--- src/rtl/wreg_pkg.sv ---
// Shared definitions for the write-register tracking / forwarding slice.
//   AWIDTH     : register-address width (32 architectural registers)
//   FWD_*      : operand source select encodings driven to the EX operand muxes
//   stage_t    : one pipeline stage record {wreg, regwrite}
package wreg_pkg;

    localparam int unsigned AWIDTH = 5;

    localparam logic [1:0] FWD_RF  = 2'b00;
    localparam logic [1:0] FWD_WB  = 2'b01;
    localparam logic [1:0] FWD_MEM = 2'b10;

    typedef struct packed {
        logic [AWIDTH-1:0] wreg;
        logic              regwrite;
    } stage_t;

endpackage

--- src/rtl/fwd_select.sv ---
// Operand forwarding select for one EX source operand.
//   src          : EX source register address
//   mem_wreg/mem_regwrite : producer held in the MEM stage
//   wb_wreg/wb_regwrite   : producer held in the WB stage
//   sel          : FWD_MEM, FWD_WB or FWD_RF
module fwd_select
    import wreg_pkg::*;
(
    input  logic [AWIDTH-1:0] src,
    input  logic [AWIDTH-1:0] mem_wreg,
    input  logic              mem_regwrite,
    input  logic [AWIDTH-1:0] wb_wreg,
    input  logic              wb_regwrite,
    output logic [1:0]        sel
);

    // MEM is checked first: it holds the youngest producer of src.
    // $0 never carries regwrite=1 in the stage registers, so no zero check here.
    always_comb begin
        sel = FWD_RF;
        if (mem_regwrite && (mem_wreg == src)) begin
            sel = FWD_MEM;
        end else if (wb_regwrite && (wb_wreg == src)) begin
            sel = FWD_WB;
        end
    end

endmodule

--- src/rtl/wreg_track_fwd.sv ---
// Carries the selected destination register and its write enable from EX
// through MEM and WB, and derives operand forwarding selects and the
// load-use stall request.
//   clk, rst              : clock, asynchronous active-high reset
//   ex_wreg, ex_regwrite  : destination and write enable of the EX instruction
//   ex_memread            : EX instruction is a load
//   ex_rs, ex_rt          : EX source addresses (forwarding)
//   id_rs, id_rt          : ID source addresses (load-use check)
//   hold, flush           : pipeline freeze / bubble the EX instruction
//   mem_*, wb_*           : stage register contents; wb_* feeds the RF write port
//   fwd_a, fwd_b          : operand A/B source select
//   load_use_stall        : stall IF/ID and insert an EX bubble
module wreg_track_fwd
    import wreg_pkg::*;
(
    input  logic              clk,
    input  logic              rst,
    input  logic [AWIDTH-1:0] ex_wreg,
    input  logic              ex_regwrite,
    input  logic              ex_memread,
    input  logic [AWIDTH-1:0] ex_rs,
    input  logic [AWIDTH-1:0] ex_rt,
    input  logic [AWIDTH-1:0] id_rs,
    input  logic [AWIDTH-1:0] id_rt,
    input  logic              hold,
    input  logic              flush,
    output logic [AWIDTH-1:0] mem_wreg,
    output logic              mem_regwrite,
    output logic [AWIDTH-1:0] wb_wreg,
    output logic              wb_regwrite,
    output logic [1:0]        fwd_a,
    output logic [1:0]        fwd_b,
    output logic              load_use_stall
);

    stage_t mem_q;
    stage_t wb_q;
    logic   ex_wreg_nz;
    logic   ex_we;

    assign ex_wreg_nz = (ex_wreg != '0);
    // A write to $0 is dropped at capture, so downstream logic never sees it.
    assign ex_we      = ex_regwrite & ex_wreg_nz;

    always_ff @(posedge clk or posedge rst) begin
        if (rst) begin
            mem_q <= '0;
            wb_q  <= '0;
        end else if (!hold) begin
            mem_q.wreg     <= ex_wreg;
            mem_q.regwrite <= ex_we & ~flush;
            wb_q           <= mem_q;
        end
    end

    assign mem_wreg     = mem_q.wreg;
    assign mem_regwrite = mem_q.regwrite;
    assign wb_wreg      = wb_q.wreg;
    assign wb_regwrite  = wb_q.regwrite;

    fwd_select u_fwd_a (
        .src          (ex_rs),
        .mem_wreg     (mem_q.wreg),
        .mem_regwrite (mem_q.regwrite),
        .wb_wreg      (wb_q.wreg),
        .wb_regwrite  (wb_q.regwrite),
        .sel          (fwd_a)
    );

    fwd_select u_fwd_b (
        .src          (ex_rt),
        .mem_wreg     (mem_q.wreg),
        .mem_regwrite (mem_q.regwrite),
        .wb_wreg      (wb_q.wreg),
        .wb_regwrite  (wb_q.regwrite),
        .sel          (fwd_b)
    );

    // Stalling here keeps any consumer out of EX while its load sits in MEM,
    // which is why MEM forwarding needs no load qualification.
    assign load_use_stall = ex_memread & ex_regwrite & ex_wreg_nz &
                            ((ex_wreg == id_rs) | (ex_wreg == id_rt));

endmodule

--- config.mk ---
export PLATFORM = sky130hd
export DESIGN_NAME = wreg_track_fwd
export DESIGN_NICKNAME = d
export VERILOG_FILES = /design/src/rtl/wreg_pkg.sv /design/src/rtl/fwd_select.sv /design/src/rtl/wreg_track_fwd.sv
export SDC_FILE = /design/constraint.sdc
export NUM_CORES = 1
export LEC_CHECK = 0
export CAP_MARGIN = 20
export CORE_MARGIN = 2
export CORE_UTILIZATION = 37
export DETAILED_ROUTE_END_ITERATION = 8
export PLACE_DENSITY = 0.79
export SLEW_MARGIN = 20
export SYNTH_ARGS = -nofsm -noshare
export SYNTH_HDL_FRONTEND = slang
export SYNTH_HIERARCHICAL = 1
export SYNTH_SLANG_ARGS = --single-unit
--- constraint.sdc ---
create_clock -name clk -period 1.6 [get_ports clk]
set_clock_uncertainty 0.2 [all_clocks]
set_input_delay 0.32 -clock clk [delete_from_list [all_inputs] [get_ports clk]]
set_output_delay 0.32 -clock clk [all_outputs]
set_load 0.1 [all_outputs]
==> results.json, run 1 <==
{
  "status": "did not finish",
  "lastStage": "global routing (5_1_grt)",
  "firstError": "[ERROR DPL-0033] detailed placement checks failed during check placement.",
  "synth_area_sq_um": 830,
  "synth-seq-cells": 12,
  "pin_count": 48,
  "die_y_um": 51.4,
  "cts_sinks": 12,
  "row_count": 17,
  "yosysSeqAreaShare_pct": 36.2,
  "die_width_um": 51.4,
  "io_buffers": 47,
  "cts_root_buf": "clkbuf_4",
  "synth_nets": 106,
  "start_util_pct": 38.2,
  "synth_area_per_cell_sq_um": 11.1,
  "cts_made_buffers": 3,
  "synth_warnings": 6,
  "h-tree-depth": 1,
  "antenna_found_initial": 0,
  "crit_endpoint": "fwd_b[0]",
  "dp_hpwl_um": 2400,
  "worstEpCategory": "primary output",
  "synth_cells": 75,
  "grt_max_degree": 14,
  "cts_buffer_depth": 2,
  "yosysUniqueCellTypes": 17,
  "gp_congestion": 0.790
}
==> timing repair <==
action / 4_1_cts
hold buffers: 0
setup buffers: 4
pin swaps: 14
setup endpoints to repair: 17
gates resized for setup: 45
==> Yosys cell counts <==
| cell | count | area [sq um] |
|---|---|---|
| o21ai_2 | 1 | 8.76 |
| o31ai_1 | 1 | 7.51 |
| a311oi_1 | 2 | 17.5 |
| nor4_2 | 2 | 25.0 |
| xnor2_1 | 16 | 140 |
| xor2_1 | 14 | 123 |
| nand3_1 | 2 | 10.0 |
| nand2_1 | 3 | 11.3 |
| buf_2 | 1 | 5.00 |
| nor3_1 | 2 | 10.0 |
| nand4_1 | 2 | 12.5 |
| inv_1 | 2 | 7.51 |
| and3_1 | 2 | 12.5 |
| or4_1 | 1 | 7.51 |
| dfrtp_1 | 12 | 300 |
| a211oi_1 | 1 | 7.51 |
| mux2_2 | 11 | 124 |
==> cell families after synthesis <==
family,Yosys count,share of synthesized area (%)
buf+inv,3,1.51
xor+xnor,30,31.7
mux,11,14.9
flops,12,36.2
compound gates,5,4.98
simple gates,14,10.7
==> per-stage QoR <==
step | setup WS (ns) | hold WS [ns] | instances | instance area, sq um
floorplan | -0.795 | -0.0152 | 75 | 918
global placement | -0.737 | 0.436 | 175 | 1800
detailed placement | -0.801 | 0.449 | 175 | 1800
CTS | -0.695 | 0.148 | 183 | 1970
==> inputs of run 2 (changes only) <==
--- a/config.mk
+++ b/config.mk
@@ -6,10 +6,10 @@
 export NUM_CORES = 1
 export LEC_CHECK = 0
 export CAP_MARGIN = 20
-export CORE_MARGIN = 2
-export CORE_UTILIZATION = 37
+export CORE_AREA = 2 2 63 65
 export DETAILED_ROUTE_END_ITERATION = 8
-export PLACE_DENSITY = 0.79
+export DIE_AREA = 0 0 65 67
+export PLACE_DENSITY_LB_ADDON = 0.15
 export SLEW_MARGIN = 20
 export SYNTH_ARGS = -nofsm -noshare
 export SYNTH_HDL_FRONTEND = slang
==> run 2 against run 1 <==
The flow now finishes, with violations (negative setup slack). Synthesized cell count did not move. Area after synthesis unchanged.
==> results.json, run 2 <==
{
  "ir_worst_vdd_uv": 254,
  "die_y_um": 67,
  "fin_crit_ns": 2.22,
  "antenna_found_initial": 0,
  "cts_buffer_depth": 2,
  "power_leakage_uw": 0.000808,
  "drc": 0,
  "synth_top_cell_by_area": "dfrtp_1",
  "max_stage_delay_ns": 0.49,
  "clkPwrFrac_pct": 17.7,
  "crit_type": "reg -> out",
  "row_count": 22,
  "clock_latency_ns": 0.24,
  "status": "complete, but fails checks",
  "vias": 819,
  "comb_power_share_pct": 55.6,
  "final_common_cell": "buf_4",
  "synth-seq-cells": 12,
  "critPathSlowestCell": "dfrtp_4",
  "synth-edff-count": 0,
  "fin_nets": 180,
  "ant_nets": 0,
  "grt_pass1_vias": 958,
  "synthTopCellsByArea": "dfrtp_1 (36%), xnor2_1 (17%), mux2_2 (15%)",
  "place_ws_ns": -0.791,
  "pin_count": 48,
  "grt-ovfl-total": 0,
  "cap_violations": 0,
  "finish.utilization_pct": 53.5,
  "crit_buf_inv": 2,
  "cts_tree": "done",
  "wl_per_cell_um": 12.8,
  "dp_hpwl_um": 2140,
  "intPower_uw": 917,
  "synth_top_area_share_pct": 36.2,
  "max_freq_mhz": 450,
  "cp_max_fo": 3,
  "setup_viol": 5,
  "switching_power_uw": 626,
  "yosysMostFrequentCell": "xnor2_1",
  "io_buffers": 47,
  "power_uw": 1540,
  "cp-start-kind": "register",
  "core_region_area_sq_mm": 0.00361,
  "die_area_sq_mm": 0.00436,
  "hold_slack_ns": 0.192,
  "die_width_um": 65,
  "min_period_over_period_pct": 139,
  "drive_above_1_share_pct": 66.2,
  "synth_common_cells": "xnor2_1 (16), xor2_1 (14), dfrtp_1 (12)",
  "powerDensity_mw_per_mm2": 800,
  "synth_nets": 106,
  "clk_pin_slew_ns": 0.05,
  "wl_met1_um": 953,
  "synth_area_sq_um": 830,
  "yosysUniqueCellTypes": 17,
  "crit_family": "flip-flops",
  "route.top_layer_used": "met4",
  "drt_first_pass_iters": 2,
  "synth-main-ff-cell": "dfrtp_1",
  "cp.depth": 5,
  "yosysSeqAreaShare_pct": 36.2,
  "area_delta_synth_final_pct": 133,
  "seqPwrFrac_pct": 26.7,
  "grt_pass1_wl_um": 4240,
  "rsz0062_at_grt": "yes",
  "grtUsageTotal_pct": 13.1,
  "critPathArrivalTime_ns": 1.70,
  "async_reset_ff_share_pct": 100,
  "h-tree-depth": 1,
  "synth_warnings": 6,
  "worstMarginPinSlew_ns": 0.449,
  "met3_wirelength_um": 180,
  "start_util_pct": 23.0,
  "reg2reg_depth": 2,
  "switching_share_pct": 40.6,
  "slew_violations": 0,
  "cts_sinks": 12,
  "critical_path.endpoint_type": "output pin",
  "finalHoldViolations": 0,
  "grt_max_degree": 14,
  "cts_made_buffers": 3,
  "crit_chain": "xor2_1 -> nor4_2 -> buf_4 -> a311oi_4 -> buf_12",
  "synth_cells": 75,
  "drt_iter0_markers": 10,
  "drt_wl_total_um": 2500,
  "avgViaCountPerCell": 4.18,
  "timing.final.ws_setup_ns": -0.622,
  "wl_met2_um": 1320,
  "slew_headroom_pct": 70.0,
  "antenna_cells": 0,
  "worstPathRequired_ns": 1.08,
  "violations": "negative setup slack",
  "fill_cells": 324,
  "hold_class": "in -> async",
  "layout_common_cells": "buf_4 (20), buf_12 (18), xnor2_1 (13)",
  "cts_root_buf": "clkbuf_8",
  "synth_area_per_cell_sq_um": 11.1,
  "gp_congestion": 0.719
}
## run 2: cell counts after synthesis
Identical to the previous run, type by type.
## run 2: stage by stage
step / cells / TNS (ns) / area [sq um]
global placement: 191 / -4.28 / 1790
global route: 196 / -3.05 / 1930
floorplan: 75 / -3.57 / 918
CTS: 196 / -3.07 / 1850
detailed placement: 191 / -4.55 / 1790
finish: 196 / -2.74 / 1930
## run 2: final cells by class
class                           count  area (sq um)  area share (%)
Multi-Input combinational cell     60           668            34.6
Clock buffer                        4          45.0            2.33
Inverter                            2          7.51           0.389
Sequential cell                    12           340            17.6
Timing Repair Buffer               70           808            41.9
Tap cell                           48          60.1            3.11
## run 2: metal layers
metal / track usage, % / up-vias
met2: 25.0 / 41
met1: 13.2 / 375
li1: - / 399
met3: 2.03 / 4
met4: 7.98 / 0
met5: 0 / -
## run 2: final timing paths
| path | from | end | slack, ns |
|---|---|---|---|
| max | mem_wreg[1] | fwd_b[0] | -0.62 |
| min | rst | wb_wreg[2] | 0.19 |
| max reg2reg | mem_wreg[3] | mem_wreg[3] | 0.37 |
| min reg2reg | wb_regwrite | wb_regwrite | 0.39 |
| max in group asynchronous | rst | wb_wreg[0] | 0.66 |
| min in group clk | ex_wreg[2] | mem_wreg[2] | 0.24 |
## run 2: repair_timing
action                                  4_1_cts  5_1_grt
gates resized for setup                      32       43
hold buffers                                  0        0
pin swaps                                    19       18
buffers inserted                              1        0
endpoints found under the setup margin        6        7
## run 2: cell families after synthesis
group	share of synthesized area, %
compound gates	4.98
xor+xnor	31.7
buf+inv	1.51
flops	36.2
mux	14.9
simple gates	10.7
## run 2: power groups by stage
stage	Clock (uW)	Sequential, uW	Combinational [uW]
final	274	412	858
after global routing	303	420	898
after detailed placement	0	416	850
after global placement	0	414	841
after CTS	288	412	843
after floorplan	0	687	181
No activity file was read; power rests on OpenSTA's default activity.
==> inputs of run 3 (changes only) <==
--- a/config.mk
+++ b/config.mk
@@ -9,7 +9,9 @@
 export CORE_AREA = 2 2 63 65
 export DETAILED_ROUTE_END_ITERATION = 8
 export DIE_AREA = 0 0 65 67
+export GPL_ROUTABILITY_DRIVEN = 0
 export PLACE_DENSITY_LB_ADDON = 0.15
+export SKIP_CTS_REPAIR_TIMING = 1
 export SLEW_MARGIN = 20
 export SYNTH_ARGS = -nofsm -noshare
 export SYNTH_HDL_FRONTEND = slang
==> run 3 against run 2 <==
The flow still finishes with violations (negative setup slack). Sequential share of layout area decreased by 0.10 points. Non-clock buffer count decreased by 1. Critical path depth unchanged. Sequential cell count unchanged.
==> results.json, run 3 (same netlist as run 2, synthesis figures left out) <==
{
  "ir_worst_vdd_uv": 252,
  "grtUsageTotal_pct": 12.7,
  "drt_first_pass_iters": 2,
  "grt_pass1_wl_um": 4100,
  "avgViaCountPerCell": 4.20,
  "row_count": 22,
  "instances_no_fill": 195,
  "cts_sinks": 12,
  "intPower_uw": 924,
  "status": "complete, but fails checks",
  "powerDensity_mw_per_mm2": 798,
  "slew_violations": 0,
  "dp_hpwl_um": 2140,
  "endpoint": "load_use_stall",
  "worstMarginPinSlew_ns": 0.449,
  "cp.depth": 5,
  "fin_crit_ns": 2.27,
  "drc": 0,
  "switching_share_pct": 40.3,
  "area_delta_synth_final_pct": 134,
  "clock_latency_ns": 0.24,
  "antenna_cells": 0,
  "h-tree-depth": 1,
  "drt_wl_total_um": 2530,
  "power_leakage_uw": 0.000835,
  "finalHoldViolations": 0,
  "finish.utilization_pct": 53.8,
  "rsz0062_at_grt": "yes",
  "critical_path.endpoint_type": "output pin",
  "pin_count": 48,
  "start_util_pct": 23.0,
  "vias": 819,
  "crit_family": "buffers and inverters",
  "ant_nets": 0,
  "grt-ovfl-total": 0,
  "die_y_um": 67,
  "violations": "negative setup slack",
  "comb_power_share_pct": 55.6,
  "io_buffers": 47,
  "worstPathRequired_ns": 1.08,
  "cp_max_fo": 2,
  "setup_viol": 6,
  "cts_root_buf": "clkbuf_8",
  "final_common_cell": "buf_4",
  "crit_chain": "clkdlybuf4s50_1 -> or4_4 -> o21ai_4 -> a211oi_4 -> buf_12",
  "critPathArrivalTime_ns": 1.75,
  "max_stage_delay_ns": 0.55,
  "fin_nets": 179,
  "max_freq_mhz": 441,
  "cts_made_buffers": 3,
  "cp-start-kind": "input port",
  "cts_buffer_depth": 2,
  "core_region_area_sq_mm": 0.00361,
  "critPathSlowestCell": "or4_4",
  "crit_type": "in -> out",
  "hold_class": "in -> async",
  "crit_buf_inv": 2,
  "reg2reg_depth": 2,
  "grt_pass1_vias": 930,
  "drive_above_1_share_pct": 56.5,
  "clk_pin_slew_ns": 0.05,
  "slew_headroom_pct": 70.0,
  "wl_per_cell_um": 13.0,
  "switching_power_uw": 624,
  "crit_start": "ex_wreg[1]",
  "antenna_found_initial": 0,
  "cap_violations": 0,
  "grt_max_degree": 14,
  "cts_tree": "done",
  "reg2reg_from": "mem_wreg[3]",
  "die_width_um": 65,
  "timing.final.ws_setup_ns": -0.669,
  "worstReg2RegEnd": "mem_wreg[3]",
  "clkPwrFrac_pct": 17.7,
  "power_uw": 1550,
  "drt_iter0_markers": 13,
  "seqPwrFrac_pct": 26.7,
  "r2r_slack_ns": 0.37,
  "fill_cells": 316,
  "dp_cells": 191,
  "hold_slack_ns": 0.192,
  "layout_common_cells": "buf_4 (20), clkdlybuf4s50_1 (19), buf_12 (18)",
  "die_area_sq_mm": 0.00436,
  "min_period_over_period_pct": 142
}
## run 3: changes by cell type in the layout (fill, tap and decap cells not counted), sizes merged
cell	delta
buf	-6
clkdlybuf4s15	-1
clkdlybuf4s50	+12
dlygate4sd2	-8
clkbuf	-5
dlymetal6s2s	+7
## run 3: worst min path at each step
| stage | from | endpoint | depth (start not counted) |
|---|---|---|---|
| after detailed placement | wb_regwrite | wb_regwrite | 1 |
| after CTS | rst | mem_wreg[1] | 2 |
| final | rst | wb_wreg[2] | 2 |
| after floorplan | rst | mem_regwrite | 1 |
| after global placement | wb_regwrite | wb_regwrite | 1 |
| after global routing | rst | wb_wreg[2] | 2 |
## run 3: cell type report
class                           instances  area, sq um  area share, %
Timing Repair Buffer                   69          850           43.8
Multi-Input combinational cell         60          638           32.9
Sequential cell                        12          340           17.5
Tap cell                               48         60.1           3.09
Clock buffer                            4         45.0           2.32
Inverter                                2         7.51          0.387
## run 3: power groups by stage
stage / clock network [uW] / registers [uW] / logic (uW)
after floorplan: 0 / 687 / 181
after global placement: 0 / 414 / 841
after detailed placement: 0 / 416 / 850
after CTS: 288 / 411 / 851
after global routing: 303 / 421 / 900
final: 274 / 413 / 861
## run 3: routing by layer
metal  GRT usage, %  part of all wire (%)
met2           24.5                    53
met1           12.4                    37
met5              0                     0
met3           2.03                   7.5
met4           7.98                   1.9
## run 3: through the flow
step	worst slack [ns]	instance area, sq um	TNS [ns]
after CTS	-0.805	1840	-3.93
after global placement	-0.752	1790	-4.28
after global routing	-0.709	1940	-3.62
after detailed placement	-0.791	1790	-4.55
final	-0.669	1940	-3.32
after floorplan	-0.795	918	-3.57
